<file path="config.mk">
export PLATFORM = sky130hd
export DESIGN_NAME = kb_irq_ctrl_flat
export DESIGN_NICKNAME = d
export VERILOG_FILES = /design/src/rtl/kb_irq_ctrl_if.sv /design/src/rtl/kb_irq_ctrl.sv /design/src/flat_wrapper.sv
export SDC_FILE = /design/constraint.sdc
export NUM_CORES = 1
export LEC_CHECK = 0
export CAP_MARGIN = 15
export CORE_MARGIN = 1
export CORE_UTILIZATION = 35
export DETAILED_ROUTE_END_ITERATION = 12
export MAX_ROUTING_LAYER = met4
export PLACE_DENSITY = 0.65
export RECOVER_POWER = 100
export SYNTH_ARGS = -nofsm -noshare
export SYNTH_HDL_FRONTEND = slang
export SYNTH_SLANG_ARGS = --single-unit
</file>
<file path="constraint.sdc">
create_clock -name clk_i -period 2.82 [get_ports clk_i]
set_input_delay 0.846 -clock clk_i [delete_from_list [all_inputs] [get_ports clk_i]]
set_output_delay 0.846 -clock clk_i [all_outputs]
set_load 0.05 [all_outputs]
</file>
<file path="src/rtl/kb_irq_ctrl_if.sv">
// Bus and interrupt-line bundle for kb_irq_ctrl.
// The slave modport is the controller's view; the master modport is the CPU/peripheral side.
interface kb_irq_ctrl_if #(
  parameter int NSRC = 8
);
  logic            cs_i;
  logic            we_i;
  logic [31:0]     adr_i;
  logic [31:0]     dat_i;
  logic [31:0]     dat_o;
  logic            ack_o;
  logic [NSRC-1:0] irq_i;
  logic            int_o;

  modport slave (
    input  cs_i,
    input  we_i,
    input  adr_i,
    input  dat_i,
    input  irq_i,
    output dat_o,
    output ack_o,
    output int_o
  );

  modport master (
    output cs_i,
    output we_i,
    output adr_i,
    output dat_i,
    output irq_i,
    input  dat_o,
    input  ack_o,
    input  int_o
  );
endinterface

</file>
<file path="src/rtl/kb_irq_ctrl.sv">
// Fixed-priority nesting interrupt controller: latches NSRC requests (edge or level),
// masks them, and drives one registered CPU interrupt with claim / end-of-interrupt over the bus.
module kb_irq_ctrl #(
  parameter int NSRC = 8
) (
  input  logic           clk_i,
  input  logic           rst_i,
  kb_irq_ctrl_if.slave   bus
);

  localparam logic [5:0] LVL_NONE = 6'(NSRC);

  localparam logic [2:0] OFS_PEND  = 3'd0;
  localparam logic [2:0] OFS_EN    = 3'd1;
  localparam logic [2:0] OFS_MODE  = 3'd2;
  localparam logic [2:0] OFS_CLAIM = 3'd3;
  localparam logic [2:0] OFS_EOI   = 3'd4;
  localparam logic [2:0] OFS_ISR   = 3'd5;

  logic [NSRC-1:0] r_pend;
  logic [NSRC-1:0] r_en;
  logic [NSRC-1:0] r_mode;
  logic [NSRC-1:0] r_isr;
  logic [NSRC-1:0] r_irq_prev;
  logic [31:0]     r_dat_o;
  logic            r_ack;
  logic            r_int;

  logic            w_start;
  logic            w_rd;
  logic            w_wr;
  logic [2:0]      w_ofs;
  logic [NSRC-1:0] w_pe;
  logic [5:0]      w_req;
  logic [5:0]      w_cur;
  logic            w_grant;
  logic            w_claim;
  logic [NSRC-1:0] w_req_oh;
  logic [NSRC-1:0] w_eoi_oh;
  logic [NSRC-1:0] w_w1c;
  logic [NSRC-1:0] w_clr;
  logic [NSRC-1:0] w_pend_n;
  logic [NSRC-1:0] w_isr_n;
  logic [31:0]     w_rdata;

  // Index of the lowest set bit, or NSRC when the vector is empty.
  function automatic logic [5:0] f_lowest(input logic [NSRC-1:0] v);
    logic [5:0] r;
    r = LVL_NONE;
    for (int i = NSRC - 1; i >= 0; i--) begin
      if (v[i]) r = 6'(i);
    end
    return r;
  endfunction

  assign w_start = bus.cs_i & ~r_ack;
  assign w_rd    = w_start & ~bus.we_i;
  assign w_wr    = w_start & bus.we_i;
  assign w_ofs   = bus.adr_i[4:2];

  assign w_pe    = r_pend & r_en;
  assign w_req   = f_lowest(w_pe);
  assign w_cur   = f_lowest(r_isr);
  assign w_grant = (|w_pe) && (w_req < w_cur);
  assign w_claim = w_rd && (w_ofs == OFS_CLAIM) && w_grant;

  always_comb begin
    w_req_oh = '0;
    w_eoi_oh = '0;
    for (int i = 0; i < NSRC; i++) begin
      w_req_oh[i] = (w_req == 6'(i));
      w_eoi_oh[i] = w_wr && (w_ofs == OFS_EOI) && (bus.dat_i[4:0] == 5'(i));
    end
  end

  assign w_w1c = (w_wr && (w_ofs == OFS_PEND)) ? bus.dat_i[NSRC-1:0] : '0;
  assign w_clr = w_w1c | (w_claim ? w_req_oh : '0);

  // Edge bits: a fresh edge wins over a same-cycle clear. Level bits simply track irq_i.
  assign w_pend_n = (r_mode & ((bus.irq_i & ~r_irq_prev) | (r_pend & ~w_clr)))
                  | (~r_mode & bus.irq_i);

  assign w_isr_n = (r_isr & ~w_eoi_oh) | (w_claim ? w_req_oh : '0);

  always_comb begin
    w_rdata = '0;
    case (w_ofs)
      OFS_PEND:  w_rdata = 32'(r_pend);
      OFS_EN:    w_rdata = 32'(r_en);
      OFS_MODE:  w_rdata = 32'(r_mode);
      OFS_CLAIM: w_rdata = w_grant ? {26'b0, 1'b1, w_req[4:0]} : 32'b0;
      OFS_ISR:   w_rdata = 32'(r_isr);
      default:   w_rdata = '0;
    endcase
  end

  always_ff @(posedge clk_i or negedge rst_i) begin
    if (!rst_i) begin
      r_pend     <= '0;
      r_en       <= '0;
      r_mode     <= '0;
      r_isr      <= '0;
      r_irq_prev <= '0;
      r_dat_o    <= '0;
      r_ack      <= 1'b0;
      r_int      <= 1'b0;
    end else begin
      r_ack      <= w_start;
      r_dat_o    <= w_rd ? w_rdata : 32'b0;
      r_pend     <= w_pend_n;
      r_isr      <= w_isr_n;
      r_irq_prev <= bus.irq_i;
      r_int      <= w_grant;
      if (w_wr && (w_ofs == OFS_EN))   r_en   <= bus.dat_i[NSRC-1:0];
      if (w_wr && (w_ofs == OFS_MODE)) r_mode <= bus.dat_i[NSRC-1:0];
    end
  end

  assign bus.dat_o = r_dat_o;
  assign bus.ack_o = r_ack;
  assign bus.int_o = r_int;

endmodule

</file>
<file path="src/flat_wrapper.sv">
// flat-port wrapper written by rule: the top's interface ports become plain ports
module kb_irq_ctrl_flat 
#(
  parameter int NSRC = 8
)
  (clk_i, rst_i, bus_cs_i, bus_we_i, bus_adr_i, bus_dat_i, bus_irq_i, bus_dat_o, bus_ack_o, bus_int_o);
  kb_irq_ctrl_if #(.NSRC(NSRC)) bus_i ();
  input  logic clk_i;
  input  logic rst_i;
  input wire logic [$bits(bus_i.cs_i)-1:0] bus_cs_i;
  input wire logic [$bits(bus_i.we_i)-1:0] bus_we_i;
  input wire logic [$bits(bus_i.adr_i)-1:0] bus_adr_i;
  input wire logic [$bits(bus_i.dat_i)-1:0] bus_dat_i;
  input wire logic [$bits(bus_i.irq_i)-1:0] bus_irq_i;
  output wire logic [$bits(bus_i.dat_o)-1:0] bus_dat_o;
  output wire logic [$bits(bus_i.ack_o)-1:0] bus_ack_o;
  output wire logic [$bits(bus_i.int_o)-1:0] bus_int_o;
  assign bus_i.cs_i = bus_cs_i;
  assign bus_i.we_i = bus_we_i;
  assign bus_i.adr_i = bus_adr_i;
  assign bus_i.dat_i = bus_dat_i;
  assign bus_i.irq_i = bus_irq_i;
  assign bus_dat_o = bus_i.dat_o;
  assign bus_ack_o = bus_i.ack_o;
  assign bus_int_o = bus_i.int_o;
  kb_irq_ctrl #(.NSRC(NSRC)) u_core (.clk_i(clk_i), .rst_i(rst_i), .bus(bus_i));
endmodule
</file>
* Word level (Yosys, flattened, before mapping)
Index checks and enable logic that the tools add are counted.
Widths: inputs -> output; s select.
** Operators by class
- $add $sub $neg :: 0
- Multipliers :: 0
- Divide/modulo/power cells :: 0
- Magnitude comparators :: 1
- Eq/ne operators :: 19
- Shift operators :: 0
- Muxes and demuxes :: 21
- Bitwise operators :: 19
- Reduce and logical (&&, ||, !) cells :: 19
** Operators with widths (count)
- $pmux 32 s5 :: 1
- $and 8x8->8 :: 6
- $mux 6 :: 8
- $mux 4 :: 9
- $mux 32 :: 1
- $not 8->8 :: 4
- $or 8x8->8 :: 4
- $eq 6x3->1 const B :: 4
- $eq 5x3->1 const B :: 4
- $mux 8 :: 2
- $logic_and 1x1->1 :: 15
- $eq 6x2->1 const B :: 2
- $eq 5x2->1 const B :: 2
- $reduce_or 8->1 :: 1
- $eq 3x2->1 const B :: 2
- $eq 3x3->1 const B :: 2
- $eq 6x1->1 const B :: 1
- $logic_not 6->1 :: 1
- $lt 6x4->1 :: 1
- $eq 5x1->1 const B :: 1
- $logic_not 5->1 :: 1
- $and 1x1->1 :: 3
- $eq 3x1->1 const B :: 1
- $logic_not 3->1 :: 1
- $not 1->1 :: 2
** Storage, ports and cells
- Bits in registers :: 74
- Bits in latches :: 0
- Bits in writable memories :: 0
- ROM bits :: 0
- Input port bits :: 76
- Output and inout bits :: 34
- Logic and storage cells :: 87
- Memories kept :: 0

* Logic depth before layout (Yosys ltp)
Gate-level depths: netlist of run 1.
- Depth after elaboration :: 19
- Depth in mapped cells :: 9

* Worst setup path before layout of run 1
OpenSTA, ideal clock, no wires.
- Kind :: register to register
- Start :: reg u_core.r_en[0]
- End :: reg u_core.r_pend[1]
- Library setup time :: 0.121 ns
- Arrival :: 2.235 ns
- Required time :: 2.699 ns
- Setup slack :: 0.464 ns
- Cell stages (with the launch flop) :: 9
- Buffers on the path :: 0
- Cells stage by stage :: dfrtp_1 > a22o_4 > nor4_4 > ha_1 > a21oi_1 > nand4_1 > nor2_1 > nand3_1 > a22o_1
** Between the ends
- Cells in the longest elaborated chain, start to end :: 12
** RTL lines
- from (decl) :: RTL line kb_irq_ctrl.sv:21 : logic [NSRC-1:0] r_en;
- from (signal assigned) :: RTL line kb_irq_ctrl.sv:114 : if (w_wr && (w_ofs == OFS_EN)) r_en <= bus.dat_i[NSRC-1:0];
- $and 8x8->8 * :: RTL line kb_irq_ctrl.sv:61 : assign w_pe = r_pend & r_en;
- $mux 6 :: RTL line kb_irq_ctrl.sv:51 : if (v[i]) r = 6'(i);
- $lt 6x4->1 :: RTL line kb_irq_ctrl.sv:64 : assign w_grant = (|w_pe) && (w_req < w_cur);
- $logic_and 1x1->1 :: RTL line kb_irq_ctrl.sv:64
- $logic_and 1x1->1 :: RTL line kb_irq_ctrl.sv:65 : assign w_claim = w_rd && (w_ofs == OFS_CLAIM) && w_grant;
- $mux 8 * :: RTL line kb_irq_ctrl.sv:77 : assign w_clr = w_w1c | (w_claim ? w_req_oh : '0);
- $or 8x8->8 * :: RTL line kb_irq_ctrl.sv:77
- $not 8->8 * :: RTL line kb_irq_ctrl.sv:80 : assign w_pend_n = (r_mode & ((bus.irq_i & ~r_irq_prev) | (r_pend & ~w_clr)))
- $and 8x8->8 * :: RTL line kb_irq_ctrl.sv:80
- $or 8x8->8 * :: RTL line kb_irq_ctrl.sv:80
- $and 8x8->8 * :: RTL line kb_irq_ctrl.sv:80
- $or 8x8->8 * :: RTL line kb_irq_ctrl.sv:81 : | (~r_mode & bus.irq_i);
- via u_core.w_pend_n[1] :: RTL line kb_irq_ctrl.sv:42 : logic [NSRC-1:0] w_pend_n;
- to (signal assigned) :: RTL line kb_irq_ctrl.sv:110 : r_pend <= w_pend_n;
- to (decl) :: RTL line kb_irq_ctrl.sv:20 : logic [NSRC-1:0] r_pend;
The timed path passes the listed nets; every way through them passes the cells marked *.
A chain may end at the register's enable or synchronous reset.

* Final worst setup path of run 1
- Start :: in bus_adr_i[2]
- End :: reg u_core.r_dat_o[5], in the netlist u_core.bus.dat_o[5]
** Between the ends
- Cells in the longest elaborated chain, start to end :: 3
** RTL lines
- from (decl) :: RTL line flat_wrapper.sv:12 : input wire logic [$bits(bus_i.adr_i)-1:0] bus_adr_i;
- $eq 3x3->1 (tied with other cells) :: RTL line kb_irq_ctrl.sv:87 : case (w_ofs)
- $pmux 32 s5 * :: RTL line kb_irq_ctrl.sv:87
- $mux 32 * :: RTL line kb_irq_ctrl.sv:109 : r_dat_o <= w_rd ? w_rdata : 32'b0;
- to (signal assigned) :: RTL line kb_irq_ctrl.sv:109
- to (decl) :: RTL line kb_irq_ctrl.sv:25 : logic [31:0] r_dat_o;
Mark *: on every way between the ends. The rest lies on a longest branch, timed or not.

==> results of run 1 <==
## metrics by stage
stage	std cells	instance area, µm²	util (%)	setup slack (ns)
after floorplan	291	2821	-	0.4643
after global placement	410	3202	43.22	0.1147
after detailed placement	410	3202	43.22	0.06295
after CTS	417	3282	44.30	0.1147
after global routing	418	3251	43.88	0.02535
final	418	3251	43.88	0.1320
## worst max path at each step
stage,start,to
CTS,u_core.r_en[3]$_DFFE_PN0P_,u_core.r_pend[6]$_DFF_PN0_
detailed placement,bus_cs_i,u_core.r_pend[6]$_DFF_PN0_
floorplan,u_core.r_en[0]$_DFFE_PN0P_,u_core.r_pend[1]$_DFF_PN0_
finish,bus_adr_i[2],u_core.bus.dat_o[5]$_DFF_PN0_
global placement,bus_cs_i,u_core.r_pend[6]$_DFF_PN0_
global route,u_core.r_en[5]$_DFFE_PN0P_,u_core.r_pend[7]$_DFF_PN0_
## synthesized netlist by cell type, drive strengths merged (2+ instances only)
cell type,count
inv,3
nand2b,2
a22o,11
nor3b,2
a22oi,4
dfrtp,50
ha,3
nor2b,3
a2bb2oi,8
nor4,3
mux2i,7
nor2,19
nor3,4
o31ai,4
o2111ai,2
and2,3
o211ai,2
a21oi,20
mux2,17
nand4,2
and3,2
nand2,33
nand3,11
buf,30
o21ai,12
## layer usage
layer	wire length, µm	up-vias
li1	-	1038
met1	3029	1063
met2	3241	85
met3	371	20
met4	256	0
met5	0	-
## worst register-to-register path: stages, from the launching register on
cell and delay, ns:
sky130_fd_sc_hd__dfrtp_1 0.40, sky130_fd_sc_hd__clkbuf_1 0.14, sky130_fd_sc_hd__a22oi_1 0.24, sky130_fd_sc_hd__nand2_1 0.13, sky130_fd_sc_hd__a21oi_1 0.31, sky130_fd_sc_hd__ha_1 0.30, sky130_fd_sc_hd__o211ai_2 0.15, sky130_fd_sc_hd__clkbuf_1 0.39
sky130_fd_sc_hd__nand3_1 0.21, sky130_fd_sc_hd__a22o_1 0.27
## sequential cells by signal (all words and copies together), names as in the netlist
name and flops:
u_core.r_isr 8, u_core.r_mode 8, u_core.r_irq_prev 8, u_core.bus.int_o 1
u_core.bus.ack_o 1, u_core.r_pend 8, u_core.bus.dat_o 8, u_core.r_en 8
## logic make-up (layout without fill, tap and decap cells)
logic type,Yosys count,after routing
simple gates,88,88
compound gates,68,68
flops,50,50
buf+inv,34,62
mux,24,24
fa+ha+maj,3,3
other cells,1,24
## area by class of cell
type	count	area [µm²]	area share, %
tap	99	123.9	3.811
inverter	3	11.26	0.3464
timing repair buffer	52	434.2	13.36
multi-input combinational	207	1350	41.53
sequential	50	1251	38.49
clock buffer	6	72.57	2.232
clock inverter	1	7.507	0.2309
## what timing repair did
action                     4_1_cts  5_1_grt
buffers inserted                 0        1
setup endpoints to repair        0        3
gates resized for setup          0        1
hold buffers                     0        0
## where the power goes
group	total [mW]	internal (mW)	switching, mW	leakage [nW]
registers	0.940	0.828	0.112	0.632
logic	0.937	0.371	0.566	0.806
clock network	0.408	0.171	0.237	0.0373
==> results.md, run 1 <==
- After synthesis the netlist holds a flip-flop and latch count of 50.
- The most numerous cell type found on the critical path is sky130_fd_sc_hd__clkbuf_1.
- The most area-hungry cell type in the Yosys netlist is sky130_fd_sc_hd__dfrtp_1.
- Counting every instance in the synthesized netlist gives 268.
- The most instantiated flip-flop cell in the synthesis netlist is sky130_fd_sc_hd__dfrtp_1.
- Traced cell by cell, the critical path runs through clkdlybuf4s50_1 > clkbuf_1 > clkbuf_1 > and2_1 > a21oi_1 > a2bb2oi_1 > o21ai_0.
- The via count of the first global-routing pass came to 2,077.
- In this run the horizontal extent of the chip is 90.40 µm.
- In the routed layout, each cell is associated on average with a via count of 5.278.
- The library cell used most frequently in the layout, excluding fill and tap cells, is sky130_fd_sc_hd__dfrtp_1.
- The starting DRC count in detailed routing is 156.
- The initial cell density of the core is 36.92%.
- The kind of cell adding the most delay to the critical path is buffers and inverters.
- The number of nets at the end of the flow is 398.
- The area of the core is 7408 µm².
- The reg-to-reg startpoint is u_core.r_en[5]$_DFFE_PN0P_.
- Summing the areas of all and, or, nand and nor instances in the mapped netlist gives 16.15% of the synthesized area.
- The library cells used most frequently in the layout, excluding fill and tap cells, are sky130_fd_sc_hd__dfrtp_1 (50), sky130_fd_sc_hd__nand2_1 (33), sky130_fd_sc_hd__conb_1 (24), sky130_fd_sc_hd__a21oi_1 (20).
- The critical path runs through a total of 7 cells.
- Synthesis instantiated 46 different standard cells from the library.
- The kind of end point of the critical path is a register.
- The number of antenna violations at the first check in global routing is 0.
- The die span in y is 90.40 µm.
- For this run, the slowest stage of the critical path takes 0.60 ns.
- For this run, global-route usage on met2 was measured as 27.86%.
- The wire length of the first global-routing pass is 10,810 µm.
- The count of input and output buffers is 32.
- Setup violations remaining at the end of the flow were counted as 0.
- The share of the synthesized netlist area taken by xor and xnor gates is 0%.
- After filler insertion, the fill cell instance count of the layout stands at 727.
- Adding up every negative setup slack in the final design gives 0 ns.
- The power per cell area is 702.8 nW/µm².
- The cell depth of the worst hold path is 1.
- Global routing used 17.65% of the available tracks across all layers.
- In this run the most critical hold path is launched from u_core.bus.ack_o$_DFF_PN0_.
- The depth of the worst register-to-register path is 9.
- TritonCTS built the clock tree.
- After synthesis, flip-flops and latches occupy 45.75% of the total area.
- The routed design could run at a clock period as short as 2.688 ns.
- Before antenna repair, the detailed router went through 4 iterations.
- STA puts the critical path data required time at 3.04 ns.
- The worst setup path is launched from an input port.
- The kind of critical path is input port to register.
- On the final layout, the worst hold slack is 0.5078 ns.
- Compared with the post-synthesis result, the final layout area differs by 18.85%.
- The capture instance of the worst register-to-register path is u_core.r_pend[7]$_DFF_PN0_.
- Setup repair after global routing left no endpoint under its margin.
- The proportion of synthesized flip-flops having asynchronous set or reset is 100.0%.
- On the critical path, the stage with the largest delay is an instance of sky130_fd_sc_hd__clkbuf_1.
- The synthesized-area fraction occupied by ao, oa, aoi and oai cells is 18.80%.
- At the worst endpoint, the arrival time is 2.91 ns.
- The post-route netlist has 12.23% of its cells at a drive strength greater than 1.
- The root buffer selected by CTS is sky130_fd_sc_hd__clkbuf_8.
- Global routing consumed, on the met3 layer, 3.367% of the routing resources.
- The highest attainable clock frequency is 0.3720 GHz.
- At the end of routability-driven placement, the weighted congestion stood at 0.8976.
- The critical path contains buffers and inverters numbering 3 combined.
- The run finished with clean final reports.
- The end point of the most critical hold path is u_core.bus.ack_o$_DFF_PN0_.
- In this run the tightest slew margin relative to its limit is 32.46%.
- The final count of hold timing violations was 0.
- The maximum clock path buffer count is 2.
- The clock input transition at the sequential cells of the worst setup and hold paths is 0.09 ns.
- The netlist area before placement is 2735 µm².
- For this design, the sink count on the clock tree is 50.
- The initialized floorplan defines 31 standard-cell rows.
- Summed over its instances, the top area cell type makes up 45.75% of the synthesized netlist area.
- The number of primary I/O pins is 110.
- The global-route met1 utilization is 22.82%.
- The remaining number of nets flagged by the antenna check after routing is 0.
- Counting the buffers created by CTS gives 5.
- The worst path uses 95.32% of the clock period.
- The worst hold-check path type is register to register.
- The final layout contains routed wiring with a total length of 6898 µm.
- Of the total synthesized cell area, the portion taken by full adders, half adders and majority gates is 1.372%.
- Overall power consumption after layout is estimated at 2.285 mW.
- During synthesis, Yosys emitted a total of 0 warnings.
- Of the post-synthesis cell area, the part taken by muxes is 9.561%.
- The total DRC errors in the routed layout is 0.
- The residual overflow from global routing is 0.
- Setup slack on the worst reg-to-reg path comes out at 0.19 ns.
- After synthesis, the mean cell area works out to 10.21 µm².
- Dividing the detail-routed wire length by the instance count gives 16.50 µm.
- The dominant combinational cell family by area after synthesis is compound AO/OA/AOI/OAI gates.
- Sorting the synthesized cells by area gives the leading types as sky130_fd_sc_hd__dfrtp_1 (46%), sky130_fd_sc_hd__buf_4 (6.6%), sky130_fd_sc_hd__nand2_1 (4.5%).
- The die covers 8172 µm².
- The global routing's busiest layer is met2.
- The clock latency on the worst-skew pair is 0.30 ns.
- The synthesized design contains 0 enable-type register cells.
- The number of H-tree branching levels is 2.
- The HPWL after detailed placement is 5139 µm.
- The pin count of the biggest net entering global routing is 19.
- The leakage dissipation is 1.476 nW.
- At the pin with the least slew margin, the transition time is 1.013 ns.
- The number of diodes is 0.
- The maximum VDD drop is 298.2 µV.
- Along the worst path, the maximum fanout reaches 10.
- The number of max-cap violations is 0.
- Across the routed clock network, the largest skew measured is 0.006567 ns.
- The max-slew violation count came to 0.
- Summing over every cut layer, the via total after detailed routing is 2,206.
(Power assumes the default switching activity.)
==> run 2: changes to the inputs <==
--- a/config.mk
+++ b/config.mk
@@ -9,6 +9,7 @@
 export CORE_MARGIN = 1
 export CORE_UTILIZATION = 35
 export DETAILED_ROUTE_END_ITERATION = 12
+export GPL_TIMING_DRIVEN = 0
 export MAX_ROUTING_LAYER = met4
 export PLACE_DENSITY = 0.65
 export RECOVER_POWER = 100
==> results.md, run 2 (synthesized netlist as in run 1, its figures left out) <==
- The flow ran to the end, and the final reports show no timing, DRC or antenna violations.
- Derived from the worst setup path, the maximum achievable clock frequency is 0.3699 GHz.
- In the finished design, the share of the clock period the worst path needs comes to 95.87%.
- The worst hold-check path type is register to register.
- The count of endpoints failing setup in the final report is 0.
- The remaining number of nets flagged by the antenna check after routing is 0.
- The library cells used most frequently in the layout, excluding fill and tap cells, are sky130_fd_sc_hd__dfrtp_1 (48), sky130_fd_sc_hd__nand2_1 (33), sky130_fd_sc_hd__buf_4 (25), sky130_fd_sc_hd__conb_1 (24).
- Summed over all layers, the routed wires come to 6869 µm.
- The area of the core is 7408 µm².
- The number of vias after detailed routing is 2,197.
- Buffers inserted during clock tree synthesis total 5.
- The area added between synthesis and finish is 24.66%.
- Summed over all nets, the half-perimeter wirelength after detailed placement is 4962 µm.
- The worst register-to-register path begins at u_core.r_en[3]$_DFFE_PN0P_.
- The cts-stage hold buffer count is 0.
- In this run the tightest slew margin relative to its limit is 40.47%.
- The global router's overall resource usage is 18.17%.
- The signal on the critical path passes through a22o_1 > nor4_4 > ha_1 > a21oi_1 > nand4_1 > nor3_1 > nand3_1 > a22o_1.
- The startpoint type of the worst setup path is a register.
- The initial utilization of the core area, before any placement, comes to 36.92%.
- The slowest library cell on the worst path is sky130_fd_sc_hd__dfrtp_1.
- The die area is 8172 µm².
- TritonCTS built the clock tree.
- The worst setup path is of the register to register kind.
- Global routing finished with a remaining overflow of 0.
- The first detailed-routing pass took 4 iterations.
- On the worst path, the slowest cell contributes a delay of 0.44 ns.
- The leakage dissipation is 1.590 nW.
- After detailed routing, the number of remaining DRC violations is 0.
- The max-slew violation count is 0.
- Prior to clock tree synthesis, the placed netlist has a worst setup slack of -0.02207 ns.
- The kind of cell with the highest combined delay along the critical path is simple AND/OR/NAND/NOR gates.
- The final count of hold timing violations is 0.
- Combinational logic is responsible for 39.0% of the overall power.
- The switching power is 0.9381 mW.
- Among the stages of the critical path, the cell type that occurs most often is sky130_fd_sc_hd__a22o_1.
- The floorplan has 31 rows.
- The die span in y is 90.40 µm.
- 0 antenna diodes ended up in the layout.
- Leaving out fill and tap cells, the most frequent cell in the layout is sky130_fd_sc_hd__dfrtp_1.
- The root buffer selected by CTS is sky130_fd_sc_hd__clkbuf_8.
- The routability-driven placement congestion ratio is 0.8929.
- The number of max-cap violations is 0.
- The data arrival time of the critical path is 2.91 ns.
- The wire length of the first global-routing pass is 10,960 µm.
- The post-route total power is 2.437 mW.
- The worst path meets setup with 0.1164 ns of slack.
- The final routed wire length divided by cell count is 15.94 µm.
- In this run the worst path has a maximum fanout of 5.
- The required time of the worst setup path is 3.02 ns.
- The routed design could run at a clock period as short as 2.704 ns.
- The clock input transition at the sequential cells of the worst setup and hold paths is 0.09 ns.
- The internal power of the cells totals 1.499 mW.
- The via count of the first global-routing pass came to 2,044.
- At the end of the flow, the number of nets in the layout was 411.
- The ratio of cells with drive above 1 in the final layout is 18.98%.
- During I/O placement, the number of pins put on the boundary was 110.
- The clock reaches the later pin of the worst-skew pair after 0.31 ns.
- The clock power share is 21.5%.
- The number of antenna violations at the first check in global routing is 0.
- The maximum VDD drop is 373.7 µV.
- The maximum clock path buffer count is 2.
- In this run the most critical hold path is launched from u_core.bus.ack_o$_DFF_PN0_.
- The clock drives 50 sinks.
- The power per cell area is 714.8 nW/µm².
- Of the total power, registers draw 39.5%.
- Of the total power, the share spent switching nets is 38.49%.
- At the pin with the least slew margin, the transition time is 0.8930 ns.
- The source of the critical timing path is u_core.r_en[3]$_DFFE_PN0P_.
- The count of input and output buffers is 32.
- The starting DRC count in detailed routing is 170.
- Setup repair after global routing left no endpoint under its margin.
- The buffer and inverter count on the worst path is 0.
- Across the routed clock network, the largest skew measured is 0.007457 ns.
- The die extent in x is 90.40 µm.
- The number of H-tree branching levels is 2.
- STA classifies the critical path endpoint as a register.
- The pin count of the biggest net entering global routing is 36.
- After detailed routing, the number of vias per cell comes to 5.097.
==> run 2: area by class of cell <==
cell class	instances	area [µm²]
sequential	50	1254
tap	99	123.9
buffer	31	212.7
multi-input combinational	207	1369
fill	717	3999
timing repair buffer	34	326.6
clock buffer	6	82.58
clock inverter	1	30.03
inverter	3	11.26
==> run 2: timing repair <==
action	CTS	global route
resized for setup	0	9
setup buffers	0	1
setup endpoints to repair	0	8
==> run 2: layer usage <==
layer  GRT usage [%]  vias up  part of all wire [%]
li1                -     1055                     -
met1           23.38     1069                    44
met2           28.31       55                    48
met3           3.030       18                   4.9
met4           7.796        0                   3.3
met5               -        -                     0
==> run 2: through the flow <==
| stage | hold WS (ns) | area [µm²] | util (%) | cells | setup TNS (ns) |
|---|---|---|---|---|---|
| global placement | 0.4798 | 3266 | 44.08 | 422 | -30.71 |
| CTS | 0.4556 | 3393 | 45.80 | 430 | 0 |
| global route | 0.5328 | 3410 | 46.02 | 431 | 0 |
| finish | 0.5006 | 3410 | 46.02 | 431 | 0 |
| floorplan | 0.5045 | 2821 | - | 291 | 0 |
| detailed placement | 0.4890 | 3281 | 44.28 | 423 | -0.1099 |
==> run 2: power groups by stage <==
| stage | Sequential, mW | Combinational [mW] | Clock (mW) |
|---|---|---|---|
| finish | 0.964 | 0.950 | 0.523 |
| global route | 0.980 | 1.02 | 0.557 |
| CTS | 0.958 | 0.902 | 0.537 |
| detailed placement | 0.972 | 0.898 | 0 |
| global placement | 0.969 | 0.888 | 0 |
| floorplan | 0.976 | 0.641 | 0 |
==> run 2: worst register-to-register path, cell delays in order (launching register included) <==
cell                      delay [ns]
sky130_fd_sc_hd__dfrtp_1        0.44
sky130_fd_sc_hd__a22o_1         0.29
sky130_fd_sc_hd__nor4_4         0.30
sky130_fd_sc_hd__ha_1           0.31
sky130_fd_sc_hd__a21oi_1        0.21
sky130_fd_sc_hd__nand4_1        0.25
sky130_fd_sc_hd__nor3_1         0.32
sky130_fd_sc_hd__nand3_1        0.19
sky130_fd_sc_hd__a22o_1         0.28
==> run 2: path summary, 6_finish.rpt <==
path | to | slack (ns) | cells after the start
min in group asynchronous | u_core.r_irq_prev[2]$_DFF_PN0_ | 0.62 | 1
hold reg to reg | u_core.bus.ack_o$_DFF_PN0_ | 0.50 | 1
hold / removal | u_core.bus.ack_o$_DFF_PN0_ | 0.50 | 1
setup / recovery | u_core.r_pend[4]$_DFF_PN0_ | 0.12 | 8
max in group asynchronous | u_core.r_pend[0]$_DFF_PN0_ | 0.77 | 2
setup reg to reg | u_core.r_pend[4]$_DFF_PN0_ | 0.12 | 8
